$ cat src/rtl/alu_share_arbiter.sv
// Round-robin arbiter that shares one combinational EX-stage ALU between two requesters
// and returns each result on a single tagged response channel with backpressure.
module alu_share_arbiter #(
    parameter int unsigned XLEN = 32
) (
    input  logic            clk,
    input  logic            rst,
    input  logic            req0_valid,
    output logic            req0_ready,
    input  logic [3:0]      req0_ctrl,
    input  logic [XLEN-1:0] req0_a,
    input  logic [XLEN-1:0] req0_b,
    input  logic            req1_valid,
    output logic            req1_ready,
    input  logic [3:0]      req1_ctrl,
    input  logic [XLEN-1:0] req1_a,
    input  logic [XLEN-1:0] req1_b,
    output logic [3:0]      alu_ctrl,
    output logic [XLEN-1:0] alu_a,
    output logic [XLEN-1:0] alu_b,
    input  logic [XLEN-1:0] alu_result,
    input  logic            alu_zero,
    output logic            rsp_valid,
    input  logic            rsp_ready,
    output logic            rsp_id,
    output logic [XLEN-1:0] rsp_data,
    output logic            rsp_zero,
    output logic            rsp_err
);

    localparam logic [3:0] OP_ADD = 4'b0010;
    localparam logic [3:0] OP_SUB = 4'b0110;
    localparam logic [3:0] OP_AND = 4'b0000;
    localparam logic [3:0] OP_OR  = 4'b0001;

    typedef enum logic [1:0] {
        IDLE = 2'd0,
        EXEC = 2'd1,
        RESP = 2'd2
    } state_t;

    state_t          state;
    logic            last_grant;
    logic            lat_id;
    logic            lat_err;

    logic            accept;
    logic            sel;
    logic [3:0]      sel_ctrl;
    logic [XLEN-1:0] sel_a;
    logic [XLEN-1:0] sel_b;
    logic            sel_legal;

    // Grant: a lone requester wins; on a tie the one opposite last_grant wins.
    always_comb begin
        req0_ready = 1'b0;
        req1_ready = 1'b0;
        if (!rst && state == IDLE) begin
            req0_ready = req0_valid && (!req1_valid || last_grant);
            req1_ready = req1_valid && (!req0_valid || !last_grant);
        end
    end

    // Payload of the granted requester and legality of its op code.
    always_comb begin
        accept    = req0_ready | req1_ready;
        sel       = req1_ready;
        sel_ctrl  = sel ? req1_ctrl : req0_ctrl;
        sel_a     = sel ? req1_a : req0_a;
        sel_b     = sel ? req1_b : req0_b;
        sel_legal = (sel_ctrl == OP_ADD) || (sel_ctrl == OP_SUB) ||
                    (sel_ctrl == OP_AND) || (sel_ctrl == OP_OR);
    end

    // Sequencer: ALU operands are loaded on accept so they are live exactly during EXEC.
    always_ff @(posedge clk) begin
        if (rst) begin
            state      <= IDLE;
            last_grant <= 1'b1;
            lat_id     <= 1'b0;
            lat_err    <= 1'b0;
            alu_ctrl   <= OP_ADD;
            alu_a      <= '0;
            alu_b      <= '0;
            rsp_valid  <= 1'b0;
            rsp_id     <= 1'b0;
            rsp_data   <= '0;
            rsp_zero   <= 1'b0;
            rsp_err    <= 1'b0;
        end else begin
            case (state)
                IDLE: begin
                    if (accept) begin
                        last_grant <= sel;
                        lat_id     <= sel;
                        lat_err    <= !sel_legal;
                        // Illegal ops run a harmless 0+0 so the ALU never sees a stray code.
                        alu_ctrl   <= sel_legal ? sel_ctrl : OP_ADD;
                        alu_a      <= sel_legal ? sel_a : '0;
                        alu_b      <= sel_legal ? sel_b : '0;
                        state      <= EXEC;
                    end
                end
                EXEC: begin
                    rsp_valid <= 1'b1;
                    rsp_id    <= lat_id;
                    rsp_data  <= lat_err ? '0 : alu_result;
                    rsp_zero  <= lat_err ? 1'b1 : alu_zero;
                    rsp_err   <= lat_err;
                    alu_ctrl  <= OP_ADD;
                    alu_a     <= '0;
                    alu_b     <= '0;
                    state     <= RESP;
                end
                RESP: begin
                    if (rsp_ready) begin
                        rsp_valid <= 1'b0;
                        state     <= IDLE;
                    end
                end
                default: state <= IDLE;
            endcase
        end
    end

endmodule

$ cat config.mk
export PLATFORM = sky130hd
export DESIGN_NAME = alu_share_arbiter
export DESIGN_NICKNAME = d
export VERILOG_FILES = /design/src/rtl/alu_share_arbiter.sv
export SDC_FILE = /design/constraint.sdc
export NUM_CORES = 1
export LEC_CHECK = 0
export ABC_AREA = 1
export BUFFER_PORTS_ARGS = -buffer_cell sky130_fd_sc_hd__buf_2
export CELL_PAD_IN_SITES_DETAIL_PLACEMENT = 1
export CELL_PAD_IN_SITES_GLOBAL_PLACEMENT = 1
export CORE_ASPECT_RATIO = 1.4
export CORE_MARGIN = 2
export CORE_UTILIZATION = 31
export CTS_BUF_LIST = sky130_fd_sc_hd__clkbuf_2
export DETAILED_ROUTE_END_ITERATION = 7
export PLACE_DENSITY_LB_ADDON = 0.1
export SLEW_MARGIN = 10
export SYNTH_ARGS = -nofsm -noshare
export SYNTH_HDL_FRONTEND = slang
export SYNTH_SLANG_ARGS = --single-unit
$ cat constraint.sdc
create_clock -name clk -period 2 [get_ports clk]
set_input_delay 0.2 -clock clk [delete_from_list [all_inputs] [get_ports clk]]
set_output_delay 0.2 -clock clk [all_outputs]
set_load 0.01 [all_outputs]
== Word level (Yosys, flattened, before mapping) ==
Cells that the tools add are included.

* Eq/ne operators: 7
* Reductions and logical operators: 21
* Bitwise gates (word level): 1
* Mux-type cells: 21

{| class="wikitable"
|+ Operator list
! operator !! number
|-
| $mux W32 || 7
|-
| $pmux W32 S2 || 2
|-
| $mux W4 || 3
|-
| $pmux W4 S2 || 1
|-
| $reduce_and A2 Y1 || 4
|-
| $pmux W2 S3 || 1
|-
| $logic_not A1 Y1 || 5
|-
| $logic_or A1 B1 Y1 || 5
|-
| $eq A4 B1 Y1 const B || 1
|-
| $eq A4 B2 Y1 const B || 1
|-
| $eq A4 B3 Y1 const B || 1
|-
| $logic_not A4 Y1 || 1
|-
| $mux W1 || 4
|-
| $mux W2 || 2
|-
| $ne A2 B2 Y1 const B || 2
|-
| $reduce_bool A2 Y1 || 2
|-
| $logic_and A1 B1 Y1 || 3
|-
| $eq A2 B1 Y1 const B || 1
|-
| $eq A2 B2 Y1 const B || 1
|-
| $logic_not A2 Y1 || 1
|-
| $pmux W1 S2 || 1
|-
| $or A1 B1 Y1 || 1
|}

* Input bits: 174
* Logic and storage cells: 62
* Output and inout port bits: 106
* Register bits after elaboration: 109

== Depth between registers and ports, before layout ==
Gate-level depths: netlist of run 1.

* Word-level depth: 12
* Mapped depth: 11

== Worst setup path after synthesis of run 1 ==
Ideal clock, no wire load.

* Path type: register to register
* Start: register state[1]
* End: register alu_a[20]
* Setup slack: 486 ps
* Clock period less this slack: 1514 ps
* Cell stages (with the launch flop): 11
* Setup time: 132 ps
* Buffers on the path: 2
* Data arrival time: 1382 ps
* Path through: dfxtp_1 > nor2_2 > nand2_4 > nor2_8 > nand2_1 > nand2_1 > nand2_1 > buf_4 > buf_2 > nand4_1 > a21oi_1

* Cells in the longest elaborated chain, start to end: 11

{| class="wikitable"
|+ Ends and longest elaborated chain
! element !! RTL line !! text
|-
| start, declared || 42 || <nowiki>state_t state;</nowiki>
|-
| start signal, assigned || 78 || <nowiki>state <= IDLE;</nowiki>
|-
| start signal, assigned || 101 || <nowiki>state <= EXEC;</nowiki>
|-
| start signal, assigned || 113 || <nowiki>state <= RESP;</nowiki>
|-
| $logic_not A2 Y1 || 58, 91 ||
|-
| $logic_and A1 B1 Y1 || 58 || <nowiki>if (!rst && state == IDLE) begin</nowiki>
|-
| $mux W1 || 58 ||
|-
| $mux W4 || 68 || <nowiki>sel_ctrl = sel ? req1_ctrl : req0_ctrl;</nowiki>
|-
| $eq A4 B2 Y1 or $eq A4 B3 Y1 (tied branches) || 71 || <nowiki>sel_legal = (sel_ctrl == OP_ADD) || (sel_ctrl == OP_SUB) ||</nowiki>
|-
| $logic_or A1 B1 Y1 (2 in a row) || 71 ||
|-
| $logic_or A1 B1 Y1 || 72 || <nowiki>(sel_ctrl == OP_AND) || (sel_ctrl == OP_OR);</nowiki>
|-
| $mux W32 || 99 || <nowiki>alu_a <= sel_legal ? sel_a : '0;</nowiki>
|-
| $mux W32 || 93 || <nowiki>if (accept) begin</nowiki>
|-
| $pmux W32 S2 || 91 || <nowiki>case (state)</nowiki>
|-
| end signal, assigned || 99 ||
|-
| end, declared || 19 || <nowiki>output logic [XLEN-1:0] alu_a,</nowiki>
|}

Parallel ways exist; a longest one is shown, timed or not. The select of a mux whose other input is x is not followed.
A chain may end at the register's enable or synchronous reset.

== Worst setup path in the final report of run 1 ==
* Start: register state[1]
* End: register alu_ctrl[2]

* Cells in the longest elaborated chain, start to end: 11

{| class="wikitable"
|+ Ends and longest elaborated chain
! element !! RTL line !! text
|-
| $logic_not A2 Y1 || 58, 91 ||
|-
| $logic_and A1 B1 Y1 || 58 ||
|-
| $mux W1 || 58 ||
|-
| $mux W4 || 68 ||
|-
| $eq A4 B2 Y1 or $eq A4 B3 Y1 (tied branches) || 71 ||
|-
| $logic_or A1 B1 Y1 (2 in a row) || 71 ||
|-
| $logic_or A1 B1 Y1 || 72 ||
|-
| $mux W4 || 98 || <nowiki>alu_ctrl <= sel_legal ? sel_ctrl : OP_ADD;</nowiki>
|-
| $mux W4 || 93 ||
|-
| $pmux W4 S2 || 91 ||
|-
| end signal, assigned || 98 ||
|-
| end, declared || 18 || <nowiki>output logic [3:0] alu_ctrl,</nowiki>
|}

Parallel ways exist; a longest one is shown, timed or not. The select of a mux whose other input is x is not followed.

==> qor.csv, run 1 <==
metric,value,unit
status,"finished, final reports clean",
gr usage total,26.3,%
via count,6677,
Max IR drop VDD,0.000363,V
Post-Synthesis Cells,674,
post-synthesis sequential area ratio,43.5,%
Fill cells,2025,
largest net degree at the start of global routing,73,
Ys Warns,0,
Most Frequent Cell on Critical Path,nand2_1,
Worst Path Required,2.52,ns
Max-cap violations,0,
ys async rst share,0,%
Post-synth EDFFs,0,
TritonCTS clock tree,yes,
Worst-Skew Late Latency,0.61,ns
Pins Over Slew Limit,0,
"top cells by count, synth","219 x nand2_1, 131 x a21oi_1, 109 x dfxtp_1, 65 x nand4_1, 32 x a32o_1",
Cells after DPL,1106,
critical-path cell list,buf_4 > inv_2 > nand2_1 > nor2_4 > nand2_4 > nand2_1 > nand2_1 > nand2_2 > buf_6 > nand4_1 > a21oi_1,
CTS clock-pin slew for the worst setup and hold paths,0.33,ns
DRC viols,0,
"Setup violations, final",0,
floorplan row count,55,
CP Max Fanout,31,
Final Total Pwr,4990,uW
Min-Delay Path Class,input port to register,
Slowest cell on crit path,dfxtp_4,
post-DR wirelength/cell,17.9,um
Syn-to-layout area delta,69.1,%
final WL,23300,um
Starting Density,31.4,%
Pleak,0.00389,uW
"Arr. time, crit path",2.35,ns
Final Cycle Share,91.5,%
most frequent cell after synthesis,nand2_1,
first-pass GRT wire length,37100,um
minimum clock period,1.83,ns
power per cell area,589,mW/mm^2
largest area contributor in the netlist,dfxtp_1,
IO Pins,280,
Die ar.,0.0172,mm^2
overall die height,154,um
Mapped Area,0.00501,mm^2
vias in the first global route,7322,
register area,0.00219,mm^2
gp weighted congestion,0.782,
Multi-input gate area,0.00247,mm^2
Mean Syn Cell Area,7.44,um^2
Starting DRT DRC Count,227,
antenna violations before repair,5,
Unique masters post-synth,25,
min setup slack post-route,0.170,ns
post-route setup TNS,0,ns
crit-path max cell delay,0.43,ns
"Hold Violations, Final",0,
hpwl dp,13400,um
vias per cell,5.14,
Slew HR,46.7,%
worst setup path category,register to register,
share of layout cells above drive strength 1,31.1,%
GRT overflow,0,
Seq cells post-synth,109,
Clock Sinks,109,
skew final,0.0563,ns
syn_nets,848,
Die W,111,um
Fmax,0.547,GHz
"non-filler cells, final",1300,
number of buffers added on ports,279,
H-tree depth reported by CTS,3,
CTS root buf,clkbuf_2,
Critical Path End Type,register,
TritonCTS Buffers,9,
pre-CTS setup slack,0.203,ns
NumNets Final,1264,
Final ANT Viol Nets,0,
core area,0.0160,mm^2
Max Root-Sink Buffers,2,
top_reg_cell synth,dfxtp_1,
RSZ-0062 raised after global routing,no,
top cell type's share of synthesized area,43.5,%
DRT Pass-1 Iters,4,
Startpoint Class,register,
Worst-Margin Slew,0.799,ns
Synth area leaders,"dfxtp_1 44%, nand2_1 16%, a21oi_1 13%",
## placed cells by master, fill, tap and decap left out, types with 2 or more instances in the layout
master	instances
nand4_1	65
buf_2	279
dlygate4sd3_1	166
buf_12	5
dfxtp_1	107
nand2_1	217
clkbuf_2	9
buf_6	4
nor3_1	2
o21ai_0	3
o21bai_1	3
nand2_4	2
inv_1	9
buf_8	2
inv_8	3
buf_4	14
nor2_2	2
a32o_1	32
inv_2	4
clkinv_8	2
dfxtp_4	2
nor2_4	4
nand3_1	5
diode_2	6
nand2_2	3
a21oi_1	130
nor2_1	13
## cell families (layout without fill, tap and decap cells)
group / count (synthesis) / in the layout / synth area share, %
other: 0 / 6 / 0
flip-flops: 109 / 109 / 43.5
AO/OA/AOI/OAI: 172 / 172 / 20.7
buffers and inverters: 79 / 500 / 7.64
AND/OR/NAND/NOR: 314 / 314 / 28.1
## final cells by class
cell class	count	area share (%)
inverter	13	0.576
sequential	109	25.8
clock inverter	7	0.989
antenna	6	0.177
tap	199	2.94
timing repair buffer	471	39.8
multi-input combinational	486	29.2
clock buffer	9	0.531
## registers in the layout (all words and copies together) (netlist names)
signal,flops
alu_a,32
alu_b,32
rsp_zero,1
lat_err,1
rsp_valid,1
alu_ctrl,4
lat_id,1
rsp_data,32
rsp_id,1
rsp_err,1
state,2
last_grant,1
## final timing paths
kind,from,slack (ns),cells past startpoint,to
max,state[1],0.17,11,alu_ctrl[2]
min,req1_ctrl[0],0.07,7,alu_ctrl[0]
max reg2reg,state[1],0.17,11,alu_ctrl[2]
min reg2reg,alu_a[20],0.48,2,alu_a[20]
## worst max-delay path, delay by kind of cell (launching register included)
kind / cells / cell delay, ns
buffers and inverters: 3 / 0.45
AOI/OAI and AO/OA: 1 / 0.15
and+or+nand+nor: 7 / 0.73
DFF: 1 / 0.43
## through the flow
step                hold WS [ns]  util [%]  cell area, um^2
finish                    0.0658      53.1             8480
floorplan                  0.318         -             5010
global placement           0.429      41.1             6550
detailed placement         0.430      41.1             6550
global route              0.0268      53.1             8470
CTS                      0.00276      52.6             8400
## power breakdown
group	switching, uW	internal, uW	total [uW]	leakage, uW
registers	68.1	2300	2370	0.000885
logic	854	688	1540	0.00293
clock network	853	226	1080	0.0000780
## what timing repair did
item,in CTS,in global routing
setup buffers,2,3
pin swaps,1,0
hold buffers,166,0
gates cloned,1,0
hold endpoints to repair,105,0
endpoints found under the setup margin,1,52
resized for setup,2,13
## layer usage
layer / part of all wire, % / global-route usage (%) / up-vias
li1: - / - / 3172
met1: 38 / 28.3 / 3167
met2: 51 / 47.3 / 260
met3: 5.7 / 6.23 / 78
met4: 4.9 / 14.3 / 0
met5: 0 / 0 / -
Note: power is estimated with default switching activity, not from simulation.
==> run 2: changes to the inputs <==
--- a/config.mk
+++ b/config.mk
@@ -12,7 +12,7 @@
 export CORE_ASPECT_RATIO = 1.4
 export CORE_MARGIN = 2
 export CORE_UTILIZATION = 31
-export CTS_BUF_LIST = sky130_fd_sc_hd__clkbuf_2
+export CTS_BUF_LIST = sky130_fd_sc_hd__clkbuf_4 sky130_fd_sc_hd__clkbuf_8
 export DETAILED_ROUTE_END_ITERATION = 7
 export PLACE_DENSITY_LB_ADDON = 0.1
 export SLEW_MARGIN = 10
==> run 2 against run 1 <==
Global-route usage is 5.6 points lower. Cell area fell by 20%. Sequential share of layout area rose by 6.4 points. Sequential cell count unchanged. Via count fell by 14%. Maximum frequency rose by 1.7%. Cell count decreased by 13%. Routed wire length fell by 22%. Combinational power down 23%.
==> qor.csv, run 2 (synthesis results as in run 1) <==
metric,value,unit,change
Slowest cell on crit path,dfxtp_1,,was dfxtp_4
floorplan row count,55,,unchanged
"Arr. time, crit path",1.60,ns,was 2.35 ns
Pins Over Slew Limit,0,,unchanged
RSZ-0062 raised after global routing,no,,unchanged
crit-path max cell delay,0.38,ns,was 0.43 ns
NumNets Final,1092,,was 1264
Worst-Skew Late Latency,0.38,ns,was 0.61 ns
"most common cell after layout, fill and taps aside",buf_2,,unchanged
Final Cycle Share,89.9,%,was 91.5%
Post-CTS Resized,0,,was 2
Multi-input gate area,0.00246,mm^2,was 0.00247 mm^2
status,"finished, final reports clean",,unchanged
largest net degree at the start of global routing,73,,unchanged
Critical Path End Type,output port,,was register
Final ANT Viol Nets,0,,unchanged
Die ar.,0.0172,mm^2,unchanged
CP top delay family,simple AND/OR/NAND/NOR gates,,unchanged
min setup slack post-route,0.202,ns,was 0.170 ns
Worst Path Required,1.80,ns,was 2.52 ns
Worst-Margin Slew,0.795,ns,was 0.799 ns
Max Root-Sink Buffers,2,,unchanged
vias in the first global route,5986,,was 7322
pre-CTS setup slack,0.203,ns,unchanged
Crit path buffers/inverters,2,,was 3
Fmax,0.556,GHz,was 0.547 GHz
Pleak,0.00317,uW,was 0.00389 uW
Slew HR,47.0,%,was 46.7%
Starting DRT DRC Count,185,,was 227
post-DR wirelength/cell,16.2,um,was 17.9 um
gr usage total,20.7,%,was 26.3%
CTS root buf,clkbuf_8,,was clkbuf_2
Syn-to-layout area delta,35.1,%,was 69.1%
area of placed instances,0.00655,mm^2,unchanged
DRT Pass-1 Iters,4,,unchanged
Finished Cell Area,0.00677,mm^2,was 0.00848 mm^2
post-route setup TNS,0,ns,unchanged
Cells after DPL,1106,,unchanged
Min-Delay Path Class,input port to register,,unchanged
biggest regs,"alu_a x32, alu_b x32, rsp_data x32",,unchanged
Starting Density,31.4,%,unchanged
GRT overflow,0,,unchanged
TritonCTS clock tree,yes,,unchanged
skew final,0.0219,ns,was 0.0563 ns
Max-cap violations,0,,unchanged
postcts setup bufs,0,,was 2
Final Total Pwr,4920,uW,was 4990 uW
register area,0.00218,mm^2,was 0.00219 mm^2
"non-filler cells, final",1125,,was 1300
worst setup path category,register to output port,,was register to register
Die W,111,um,unchanged
vias per cell,5.08,,was 5.14
"Setup violations, final",0,,unchanged
Startpoint Class,register,,unchanged
CP Max Fanout,33,,was 31
CTS clock-pin slew for the worst setup and hold paths,0.11,ns,was 0.33 ns
IO Pins,280,,unchanged
via count,5717,,was 6677
hold buffers post-CTS,0,,was 166
DRC viols,0,,unchanged
H-tree depth reported by CTS,3,,unchanged
antenna violations before repair,3,,was 5
"commonest non-fill, non-tap cells in the layout","279 x buf_2, 217 x nand2_1, 131 x a21oi_1, 109 x dfxtp_1, 65 x nand4_1",,"was 279 x buf_2, 217 x nand2_1, 166 x dlygate4sd3_1, 130 x a21oi_1, 107 x dfxtp_1"
critical-path cell list,nor2_2 > nand2_4 > nor2_8 > buf_12 > buf_2,,was buf_4 > inv_2 > nand2_1 > nor2_4 > nand2_4 > nand2_1 > nand2_1 > nand2_2 > buf_6 > nand4_1 > a21oi_1
gp weighted congestion,0.782,,unchanged
"Hold Violations, Final",0,,unchanged
number of buffers added on ports,279,,unchanged
share of layout cells above drive strength 1,36.0,%,was 31.1%
first-pass GRT wire length,29500,um,was 37100 um
final WL,18300,um,was 23300 um
Max IR drop VDD,0.000476,V,was 0.000363 V
Clock Sinks,109,,unchanged
overall die height,154,um,unchanged
Fill cells,2130,,was 2025
core area,0.0160,mm^2,unchanged
TritonCTS Buffers,9,,unchanged
hpwl dp,13400,um,unchanged
minimum clock period,1.80,ns,was 1.83 ns
power per cell area,726,mW/mm^2,was 589 mW/mm^2
## run 2: changes by cell type in the layout (fill, tap and decap cells not counted), sizes merged
| cell | delta |
|---|---|
| dlygate4sd3 | -166 |
| buf | -5 |
| diode | -3 |
| bufbuf | -1 |
## run 2: per-layer routing
metal / global-route usage (%) / up-vias / share of wire, % / wire length, um
li1: - / 2826 / - / -
met1: 23.5 / 2679 / 41 / 7470
met2: 37.9 / 189 / 51 / 9270
met3: 5.02 / 23 / 6.2 / 1140
met4: 6.70 / 0 / 2.2 / 398
met5: 0 / - / 0 / 0
## run 2: final timing paths
| check | start | endpoint | slack [ns] | depth (start not counted) |
|---|---|---|---|---|
| max | state[1] | req1_ready | 0.20 | 5 |
| min | rsp_ready | rsp_valid | 0.03 | 2 |
| max reg2reg | state[1] | alu_ctrl[0] | 0.21 | 10 |
| min reg2reg | alu_ctrl[3] | alu_ctrl[3] | 0.47 | 2 |
## run 2: layout make-up
class,count,area share [%]
multi-input cells,486,36.4
inverters,13,0.720
well taps,199,3.68
flip-flops and latches,109,32.2
clock inverters,7,1.24
clock buffers,9,1.83
repair buffers,299,23.8
diodes,3,0.111
## run 2: per-stage QoR
stage / hold slack (ns) / utilization [%]
floorplan: 0.318 / -
global placement: 0.429 / 41.1
detailed placement: 0.430 / 41.1
CTS: 0.0140 / 42.4
global route: 0.0370 / 42.4
finish: 0.0327 / 42.4
## run 2: report_power, final
| part | switching (uW) | internal [uW] |
|---|---|---|
| Sequential | 65.0 | 2290 |
| Combinational | 749 | 442 |
| Clock | 866 | 508 |
## run 2: worst register-to-register path, delay by kind of cell (launching register included)
kind	cells	cell delay, ns
flops	1	0.44
simple gates	8	0.69
buf+inv	2	0.53
==> run 3: changes to the inputs <==
--- a/config.mk
+++ b/config.mk
@@ -15,6 +15,7 @@
 export CTS_BUF_LIST = sky130_fd_sc_hd__clkbuf_4 sky130_fd_sc_hd__clkbuf_8
 export DETAILED_ROUTE_END_ITERATION = 7
 export PLACE_DENSITY_LB_ADDON = 0.1
+export SETUP_SLACK_MARGIN = 0.3
 export SLEW_MARGIN = 10
 export SYNTH_ARGS = -nofsm -noshare
 export SYNTH_HDL_FRONTEND = slang
==> run 3 against run 2 <==
First-iteration DRC count grew 26%. Routed wire length grew 14%. Cell count grew 2.4%. Power grew 6.4%. Critical path depth grew 4. Non-clock buffer count grew 25. Die area is the same. Combinational power grew 25%. Sequential power is essentially flat. Critical endpoint is now alu_a[10].
==> qor.csv, run 3 (synthesis results as in run 1) <==
metric,value,unit,change
status,"finished, final reports clean",,unchanged
post-route setup TNS,0,ns,unchanged
Most Frequent Cell on Critical Path,nand2_4,,
CP Max Fanout,7,,was 33
post-DR wirelength/cell,18.0,um,was 16.2 um
crit-path max cell delay,0.39,ns,was 0.38 ns
overall die height,154,um,unchanged
"most common cell after layout, fill and taps aside",buf_2,,unchanged
vias in the first global route,6043,,was 5986
hold buffers post-CTS,0,,unchanged
Min-Delay Path Class,input port to register,,unchanged
Worst-Skew Late Latency,0.38,ns,about the same
final WL,20800,um,was 18300 um
Syn-to-layout area delta,48.3,%,was 35.1%
RSZ-0062 raised after global routing,yes,,was no
WHS,0.0271,ns,was 0.0327 ns
area of placed instances,0.00655,mm^2,unchanged
Fill cells,2078,,was 2130
Finished Cell Area,0.00743,mm^2,was 0.00677 mm^2
core area,0.0160,mm^2,unchanged
critical-path cell list,nor2_4 > nand2_4 > nor2_8 > nand2_1 > nand2_4 > nand2_8 > clkbuf_16 > nand4_1 > a21oi_1,,was nor2_2 > nand2_4 > nor2_8 > buf_12 > buf_2
TritonCTS clock tree,yes,,unchanged
Crit path buffers/inverters,1,,was 2
gp weighted congestion,0.782,,unchanged
hpwl dp,13400,um,unchanged
Max-cap violations,0,,unchanged
via count,5983,,was 5717
CP top delay family,simple AND/OR/NAND/NOR gates,,unchanged
TritonCTS Buffers,9,,unchanged
Pins Over Slew Limit,0,,unchanged
Final ANT Viol Nets,0,,unchanged
DRT Pass-1 Iters,4,,unchanged
"Hold Violations, Final",0,,unchanged
Worst Path Required,2.22,ns,was 1.80 ns
"Setup violations, final",0,,unchanged
NumNets Final,1118,,was 1092
largest net degree at the start of global routing,73,,unchanged
minimum clock period,1.69,ns,was 1.80 ns
CTS root buf,clkbuf_8,,unchanged
Final Cycle Share,84.4,%,was 89.9%
Max IR drop VDD,0.000476,V,about the same
Clock Sinks,109,,unchanged
Critical Path End Type,register,,was output port
Slew HR,46.0,%,was 47.0%
CTS clock-pin slew for the worst setup and hold paths,0.12,ns,was 0.11 ns
R2R Setup Slk,0.31,ns,was 0.21 ns
pre-CTS setup slack,0.203,ns,unchanged
power per cell area,704,mW/mm^2,was 726 mW/mm^2
min setup slack post-route,0.312,ns,was 0.202 ns
Multi-input gate area,0.00257,mm^2,was 0.00246 mm^2
Worst-Margin Slew,0.810,ns,was 0.795 ns
"commonest non-fill, non-tap cells in the layout","278 x buf_2, 210 x nand2_1, 123 x a21oi_1, 106 x dfxtp_1, 65 x nand4_1",,"was 279 x buf_2, 217 x nand2_1, 131 x a21oi_1, 109 x dfxtp_1, 65 x nand4_1"
skew final,0.0205,ns,was 0.0219 ns
gr usage total,20.9,%,was 20.7%
Die ar.,0.0172,mm^2,unchanged
number of buffers added on ports,279,,unchanged
antenna violations before repair,3,,unchanged
worst setup path category,register to register,,was register to output port
Startpoint Class,register,,unchanged
vias per cell,5.19,,was 5.08
Starting DRT DRC Count,233,,was 185
Slowest cell on crit path,dfxtp_4,,was dfxtp_1
DRC viols,0,,unchanged
"Arr. time, crit path",1.91,ns,was 1.60 ns
H-tree depth reported by CTS,3,,unchanged
Pleak,0.00344,uW,was 0.00317 uW
Fmax,0.592,GHz,was 0.556 GHz
Die W,111,um,unchanged
GRT overflow,0,,unchanged
first-pass GRT wire length,29900,um,was 29500 um
biggest regs,"alu_a x32, alu_b x32, rsp_data x32",,unchanged
IO Pins,280,,unchanged
register area,0.00219,mm^2,was 0.00218 mm^2
share of layout cells above drive strength 1,39.7,%,was 36.0%
Max Root-Sink Buffers,2,,unchanged
Starting Density,31.4,%,unchanged
floorplan row count,55,,unchanged
Util after Layout,46.6,%,was 42.4%
[run 3: cell types whose count changed in the layout (fill, tap and decap cells not counted), moves of 3 or more]
cell and delta:
inv_4 +3, nand2_1 -7, buf_12 +10, clkbuf_16 +10, a21oi_2 +8, nand2_4 +4
a21oi_1 -8, buf_6 +7, dfxtp_1 -3
[run 3: cell type report]
| type | count | area share (%) |
|---|---|---|
| Antenna cell | 4 | 0.135 |
| Clock buffer | 9 | 1.67 |
| Clock inverter | 7 | 1.13 |
| Inverter | 13 | 0.757 |
| Multi-Input combinational cell | 487 | 34.6 |
| Sequential cell | 109 | 29.5 |
| Tap cell | 199 | 3.35 |
| Timing Repair Buffer | 324 | 28.9 |
[run 3: metrics by stage]
step | std cells | total power [uW]
2_1_floorplan | 674 | 3110
3_3_place_gp | 1106 | 3570
3_5_place_dp | 1106 | 3610
4_1_cts | 1127 | 5050
5_1_grt | 1152 | 5520
6_report | 1152 | 5240
[run 3: layer usage]
metal  track usage (%)  up-vias  wire (um)  share of wire, %
met5                 0        -          0                 0
met4              6.82        0        457               2.2
met3              5.02       28       1350               6.5
met2              38.6      224      10900                53
met1              23.7     2839       8050                39
li1                  -     2892          -                 -
[run 3: final timing paths]
| check | from | cells after the start | to |
|---|---|---|---|
| worst max-delay path | state[0] | 9 | alu_a[10] |
| worst min-delay path | rsp_ready | 2 | rsp_valid |
| worst max register to register | state[0] | 9 | alu_a[10] |
| worst min register to register | alu_b[0] | 2 | alu_b[0] |
[run 3: report_power, final]
group / internal, uW / switching (uW) / total (uW)
registers: 2290 / 69.5 / 2360
clock network: 509 / 879 / 1390
logic: 629 / 859 / 1490
total: 3430 / 1810 / 5240
[run 3: timing repair]
item                       4_1_cts  5_1_grt
setup endpoints to repair       68       68
cloned                           1       16
pin swaps                        2        9
buffers inserted                 4        5
resized for setup               15       44
